--- config.mk ---
export PLATFORM = sky130hd
export DESIGN_NAME = clk_div_multi_flat
export DESIGN_NICKNAME = d
export VERILOG_FILES = /design/src/rtl/clk_div_multi_if.sv /design/src/rtl/clk_div_multi.sv /design/src/flat_wrapper.sv
export SDC_FILE = /design/constraint.sdc
export NUM_CORES = 1
export LEC_CHECK = 0
export CELL_PAD_IN_SITES_DETAIL_PLACEMENT = 1
export CELL_PAD_IN_SITES_GLOBAL_PLACEMENT = 1
export CORE_AREA = 10 10 210 212
export DETAILED_ROUTE_END_ITERATION = 16
export DIE_AREA = 0 0 220 222
export PLACE_DENSITY_LB_ADDON = 0.1
export RECOVER_POWER = 25
export SYNTH_ARGS = -nofsm -noshare
export SYNTH_HDL_FRONTEND = slang
export SYNTH_SLANG_ARGS = --single-unit
--- constraint.sdc ---
create_clock -name clk -period 4.4 [get_ports clk]
set_input_delay 0.88 -clock clk [delete_from_list [all_inputs] [get_ports clk]]
set_output_delay 0.88 -clock clk [all_outputs]
set_load 0.02 [all_outputs]
--- src/rtl/clk_div_multi_if.sv ---
// Configuration and output bundle for the multi-channel clock-enable divider.
// Optional macro CLK_DIV_PHASE_SYNC_EN adds the sync_all phase-alignment input.
interface clk_div_multi_if #(
    parameter int NUM_CH = 4,
    parameter int CNT_W  = 26
);
    logic [NUM_CH-1:0] en;
    logic              cfg_we;
    logic [3:0]        cfg_ch;
    logic [CNT_W-1:0]  cfg_half;
`ifdef CLK_DIV_PHASE_SYNC_EN
    logic              sync_all;
`endif
    logic [NUM_CH-1:0] clk_out;
    logic [NUM_CH-1:0] tick;
    logic [NUM_CH-1:0] cfg_pending;

    // Controller side: drives enables and config, observes the divided outputs.
    modport master (
        output en, cfg_we, cfg_ch, cfg_half,
`ifdef CLK_DIV_PHASE_SYNC_EN
        output sync_all,
`endif
        input  clk_out, tick, cfg_pending
    );

    // Divider side.
    modport slave (
        input  en, cfg_we, cfg_ch, cfg_half,
`ifdef CLK_DIV_PHASE_SYNC_EN
        input  sync_all,
`endif
        output clk_out, tick, cfg_pending
    );
endinterface

--- src/rtl/clk_div_multi.sv ---
// Multi-channel programmable clock-enable divider.
// Each channel produces a 50% duty square wave of period 2*H system clocks and
// a one-cycle tick on every rising toggle. A new half-period is staged in a
// shadow register and takes effect at the end of a full period (falling toggle),
// or immediately while the channel is disabled. A half-period of 0 acts as 1.
// Optional macro CLK_DIV_PHASE_SYNC_EN adds sync_all, which restarts all channels
// in phase and applies any staged half-periods.
module clk_div_multi #(
    parameter int NUM_CH   = 4,
    parameter int CNT_W    = 26,
    parameter int DEF_HALF = 25000000
) (
    input  logic            clk,
    input  logic            rst,
    clk_div_multi_if.slave  bus
);

    localparam logic [CNT_W-1:0] DEF_H = CNT_W'(DEF_HALF);

    for (genvar g = 0; g < NUM_CH; g++) begin : g_ch
        logic [CNT_W-1:0] cnt;
        logic [CNT_W-1:0] act_half;
        logic [CNT_W-1:0] shd_half;
        logic             out_q;
        logic             tick_q;
        logic             pend_q;
        logic [CNT_W-1:0] last_cnt;
        logic             wr;
        logic             at_end;

        // Terminal count of the current half period and write-select decode.
        always_comb begin
            last_cnt = (act_half == '0) ? '0 : act_half - CNT_W'(1);
            wr       = bus.cfg_we && (bus.cfg_ch == 4'(g));
            at_end   = (cnt == last_cnt);
        end

        // Per-channel counter, output toggle, tick strobe and shadow/active update.
        always_ff @(posedge clk) begin
            if (rst) begin
                cnt      <= '0;
                out_q    <= 1'b0;
                tick_q   <= 1'b0;
                pend_q   <= 1'b0;
                act_half <= DEF_H;
                shd_half <= DEF_H;
            end
`ifdef CLK_DIV_PHASE_SYNC_EN
            else if (bus.sync_all) begin
                // Restart in phase; the previously staged value is applied, while a
                // write landing on this edge is captured and stays pending.
                cnt      <= '0;
                out_q    <= 1'b0;
                tick_q   <= 1'b0;
                act_half <= shd_half;
                if (wr) begin
                    shd_half <= bus.cfg_half;
                    pend_q   <= 1'b1;
                end else begin
                    pend_q   <= 1'b0;
                end
            end
`endif
            else if (!bus.en[g]) begin
                // Idle channel: nothing to protect, so staged values apply at once.
                cnt    <= '0;
                out_q  <= 1'b0;
                tick_q <= 1'b0;
                pend_q <= 1'b0;
                if (wr) begin
                    shd_half <= bus.cfg_half;
                    act_half <= bus.cfg_half;
                end else begin
                    act_half <= shd_half;
                end
            end else begin
                tick_q <= at_end && !out_q;
                if (at_end) begin
                    cnt   <= '0;
                    out_q <= !out_q;
                end else begin
                    cnt   <= cnt + CNT_W'(1);
                end
                if (at_end && out_q) begin
                    // End of a full period: the apply point. A write on this very
                    // edge takes precedence over the older shadow contents.
                    pend_q <= 1'b0;
                    if (wr) begin
                        shd_half <= bus.cfg_half;
                        act_half <= bus.cfg_half;
                    end else begin
                        act_half <= shd_half;
                    end
                end else if (wr) begin
                    shd_half <= bus.cfg_half;
                    pend_q   <= 1'b1;
                end
            end
        end

        assign bus.clk_out[g]     = out_q;
        assign bus.tick[g]        = tick_q;
        assign bus.cfg_pending[g] = pend_q;
    end

endmodule

--- src/flat_wrapper.sv ---
// flat-port wrapper written by rule: the top's interface ports become plain ports
module clk_div_multi_flat 
#(
    parameter int NUM_CH   = 4,
    parameter int CNT_W    = 26,
    parameter int DEF_HALF = 25000000
)
  (clk, rst, bus_en, bus_cfg_we, bus_cfg_ch, bus_cfg_half, bus_clk_out, bus_tick, bus_cfg_pending);
  clk_div_multi_if #(.NUM_CH(NUM_CH), .CNT_W(CNT_W)) bus_i ();
  input  logic clk;
  input  logic rst;
  input wire logic [$bits(bus_i.en)-1:0] bus_en;
  input wire logic [$bits(bus_i.cfg_we)-1:0] bus_cfg_we;
  input wire logic [$bits(bus_i.cfg_ch)-1:0] bus_cfg_ch;
  input wire logic [$bits(bus_i.cfg_half)-1:0] bus_cfg_half;
  output wire logic [$bits(bus_i.clk_out)-1:0] bus_clk_out;
  output wire logic [$bits(bus_i.tick)-1:0] bus_tick;
  output wire logic [$bits(bus_i.cfg_pending)-1:0] bus_cfg_pending;
  assign bus_i.en = bus_en;
  assign bus_i.cfg_we = bus_cfg_we;
  assign bus_i.cfg_ch = bus_cfg_ch;
  assign bus_i.cfg_half = bus_cfg_half;
  assign bus_clk_out = bus_i.clk_out;
  assign bus_tick = bus_i.tick;
  assign bus_cfg_pending = bus_i.cfg_pending;
  clk_div_multi #(.NUM_CH(NUM_CH), .CNT_W(CNT_W), .DEF_HALF(DEF_HALF)) u_core (.clk(clk), .rst(rst), .bus(bus_i));
endmodule
==> out/metrics.yaml <==
status: "finished, violations left"
violations: "max-capacitance violations, max-slew violations"
post-route-period-util_pct: 94.4
max_freq_mhz: 241
post-cts-setup-buffers: 0
async_flop_share_pct: 0
cpPeakStageDelay_ps: 600
worstSetupEndpointType: "flop"
synth_top_family_by_area: "simple AND/OR/NAND/NOR gates"
synth_edf_count: 0
synthAdderAreaFrac_pct: 0.532
r2r_slack_ps: 250
vias: 17200
final_cells: 2867
timing.rr.start: "u_core.g_ch[1].act_half[0]"
cts-buffers-inserted: 36
min_from: "u_core.g_ch[2].shd_half[15]"
ys_warn_count: 0
drv_slew: 28
synth_cell_type_count: 86
core-area_sq_um: 39600
die-height_microns: 222
synthSimpleGateAreaFrac_pct: 31.4
ctsHoldBuffers: 0
peakVddDrop_mv: 0.230
initial_core_util_pct: 47.5
dr_wl_met3_microns: 1690
synth_xor_area_share_pct: 8.95
ys_seq_area_share_pct: 34.5
drt-met1-wl_microns: 27700
required_ps: 4830
cp_max_fo: 39
totalWireLength_microns: 58800
synthFlopType: "dfxtp_1"
worstPathArrival_ps: 4580
path_depth: 13
hold_depth: 2
rsz0062_at_grt: "no"
finalNetCount: 2361
cts_htree_levels: 2
met2_length_microns: 27300
fin_hold_ws_ps: 461
worstPathCellList: "inv_1 > ha_1 > or3b_2 > or4_1 > a221oi_1 > o21ai_0 > a2111oi_2 > buf_4 > nand2_1 > nand4bb_2 > buf_12 > and3_1 > a2111o_1"
clock_latency_ps: 560
path_delay_family: "simple AND/OR/NAND/NOR gates"
worstSetupPathType: "reg -> reg"
rows: 73
preCtsSetupSlack_ps: 78.1
drive_gt1_share_pct: 12.2
grt_pass1_vias: 17700
crit_start: "u_core.g_ch[1].act_half[0]"
synth_mux_area_share_pct: 6.22
dr.pass1.iters: 5
syn_nets: 2359
antenna_found_initial: 0
setup_slack_ps: 248
dpl.hpwl_microns: 43400
drv_cap: 2
setup_viol: 0
viasPerCell: 5.99
relSlewSlack_pct: -8.86
grt-ovfl-total: 0
drt-initial-drc-count: 1027
clockRootBuffer: "clkbuf_16"
place_inst: 2803
io_buffers: 48
p_leak_nw: 7.62
power.density_nw_per_um2: 304
drtAntennaViolNets: 0
fill_cells: 4710
syn_area_sq_um: 18800
startpoint_type: "flop"
fin_skew_ps: 18.1
slowest_stage: "or3b_2"
gr-usage-all-layers_pct: 23.9
cts_tree: "built"
wl_per_cell_microns: 20.5
hold_violations: 0
clockBufferDepth: 3
critPathBufInv: 3
grt_max_degree: 123
syn_inst: 2314
synth-compound-area-share_pct: 13.3
gp_congestion: 0.919
top_layer_used: "met4"
period_minus_slack_ps: 4150
clock_sinks: 324
synth-seq-cells: 324
antenna_cells: 0
die_w_microns: 220
ios: 49
die_area_sq_um: 48800
fin_tns_setup_ps: 0
grt_pass1_wl_microns: 96300
drc: 0
area_growth_pct: 11.9
worst_pin_slew_ps: 1630
hold_class: "reg -> reg"
reg2reg_depth: 13
path_clk_slew_ps: 60
synth_area_per_cell_sq_um: 8.13
[synth_stat cells (all sizes together), types with 9 or more instances]
library cell / count / area, sq um
dfxtp: 324 / 6490
nand2: 268 / 1010
nor2: 227 / 852
clkbuf: 123 / 462
nor3: 100 / 516
xnor2: 96 / 841
xor2: 81 / 709
a21oi: 73 / 365
nand3: 72 / 360
mux2: 67 / 830
inv: 64 / 240
nor4: 64 / 450
or2: 60 / 375
and3: 51 / 319
nand4: 51 / 319
nand3b: 50 / 375
o21ai: 47 / 235
nor2b: 44 / 275
buf: 39 / 256
or4: 39 / 300
mux2i: 34 / 340
or3: 25 / 156
a211oi: 22 / 170
o31ai: 20 / 164
nand2b: 19 / 119
a32o: 17 / 170
o22ai: 16 / 100
a31oi: 14 / 87.6
a2111o: 13 / 146
o2111ai: 11 / 96.3
a211o: 10 / 87.6
and2: 10 / 65.1
and4: 9 / 78.8
nor4b: 9 / 78.8
[per-layer routing]
layer | global-route usage (%) | up-vias
met5 | 0 | -
met4 | 8.39 | 0
met2 | 39.4 | 284
met1 | 31.4 | 8475
li1 | - | 8286
met3 | 2.77 | 119
[report_power, final]
| group | leakage [nW] | internal (W) | switching [W] | total (W) |
|---|---|---|---|---|
| Clock | 0.570 | 0.00175 | 0.00125 | 0.00300 |
| Sequential | 2.62 | 0.00297 | 0.0000409 | 0.00301 |
| Combinational | 4.43 | 0.000152 | 0.000232 | 0.000384 |
| Total | 7.62 | 0.00487 | 0.00152 | 0.00639 |
[sequential cells by signal, summed over array words and instances (netlist names)]
| register | cells |
|---|---|
| u_core.g_ch.act_half | 104 |
| u_core.g_ch.shd_half | 104 |
| u_core.g_ch.tick_q | 4 |
| u_core.g_ch.cnt | 104 |
| u_core.g_ch.out_q | 4 |
| u_core.g_ch.pend_q | 4 |
[cells by family (layout without fill, tap and decap cells)]
logic type | Yosys count | after routing
buffers and inverters | 226 | 254
flip-flops | 324 | 324
multiplexers | 101 | 101
AO/OA/AOI/OAI | 343 | 343
AND/OR/NAND/NOR | 1129 | 1129
adder cells (fa/ha/maj) | 8 | 8
XOR/XNOR | 183 | 183
[metrics by stage]
step | util, % | total power [W] | instance area (sq um)
after floorplan | - | 0.00329 | 18800
after global placement | 50.2 | 0.00344 | 19900
after detailed placement | 50.2 | 0.00346 | 19900
after CTS | 53.1 | 0.00648 | 21000
after global routing | 53.1 | 0.00663 | 21100
final | 53.1 | 0.00639 | 21100
[worst paths after layout]
kind                            endpoint
max          u_core.g_ch[1].act_half[10]
min          u_core.g_ch[2].shd_half[15]
max reg2reg  u_core.g_ch[1].act_half[10]
min reg2reg  u_core.g_ch[2].shd_half[15]
[cells in the final DEF (no fill, tap or decap), types with 8 or more instances in the layout]
| master | instances |
|---|---|
| a211o_1 | 10 |
| nand4b_1 | 8 |
| nor2_1 | 226 |
| xnor2_1 | 96 |
| nand4_1 | 51 |
| a21oi_1 | 73 |
| a32o_1 | 17 |
| or3_1 | 25 |
| nand3b_1 | 50 |
| o31a_1 | 8 |
| mux2_4 | 20 |
| nor4_1 | 56 |
| o31ai_1 | 19 |
| clkbuf_16 | 37 |
| nor4b_1 | 9 |
| ha_1 | 8 |
| o21ai_0 | 46 |
| or4_1 | 37 |
| nand3_1 | 72 |
| xor2_1 | 81 |
| a211oi_1 | 21 |
| mux2_2 | 44 |
| o22ai_1 | 16 |
| o2111ai_1 | 11 |
| mux2i_1 | 34 |
| and4_1 | 9 |
| or2_2 | 59 |
| clkbuf_1 | 13 |
| dfxtp_1 | 324 |
| and3_1 | 51 |
| inv_1 | 64 |
| nand2_1 | 268 |
| nor2b_1 | 44 |
| nor3_1 | 96 |
| clkdlybuf4s50_1 | 40 |
| nand2b_1 | 19 |
| a31oi_1 | 14 |
| buf_4 | 72 |
| a2111o_1 | 13 |
[worst min-delay path: cells and delay by family (launching register included)]
kind             cells  cell delay [ps]
flip-flops           1              290
AO/OA/AOI/OAI        1               70
AND/OR/NAND/NOR      1               50
[area by class of cell]
cell class | instances | area, sq um | area share (%)
Clock buffer | 53 | 1040 | 4.92
Clock inverter | 11 | 113 | 0.535
Inverter | 64 | 240 | 1.14
Multi-Input combinational cell | 1764 | 11400 | 54.2
Sequential cell | 324 | 6490 | 30.8
Tap cell | 525 | 657 | 3.12
Timing Repair Buffer | 126 | 1120 | 5.31
[timing repair]
item	CTS	global route
endpoints found under the setup margin	0	48
hold endpoints to repair	0	0
gates resized for setup	0	4
Power figures use the tool's default switching activity.
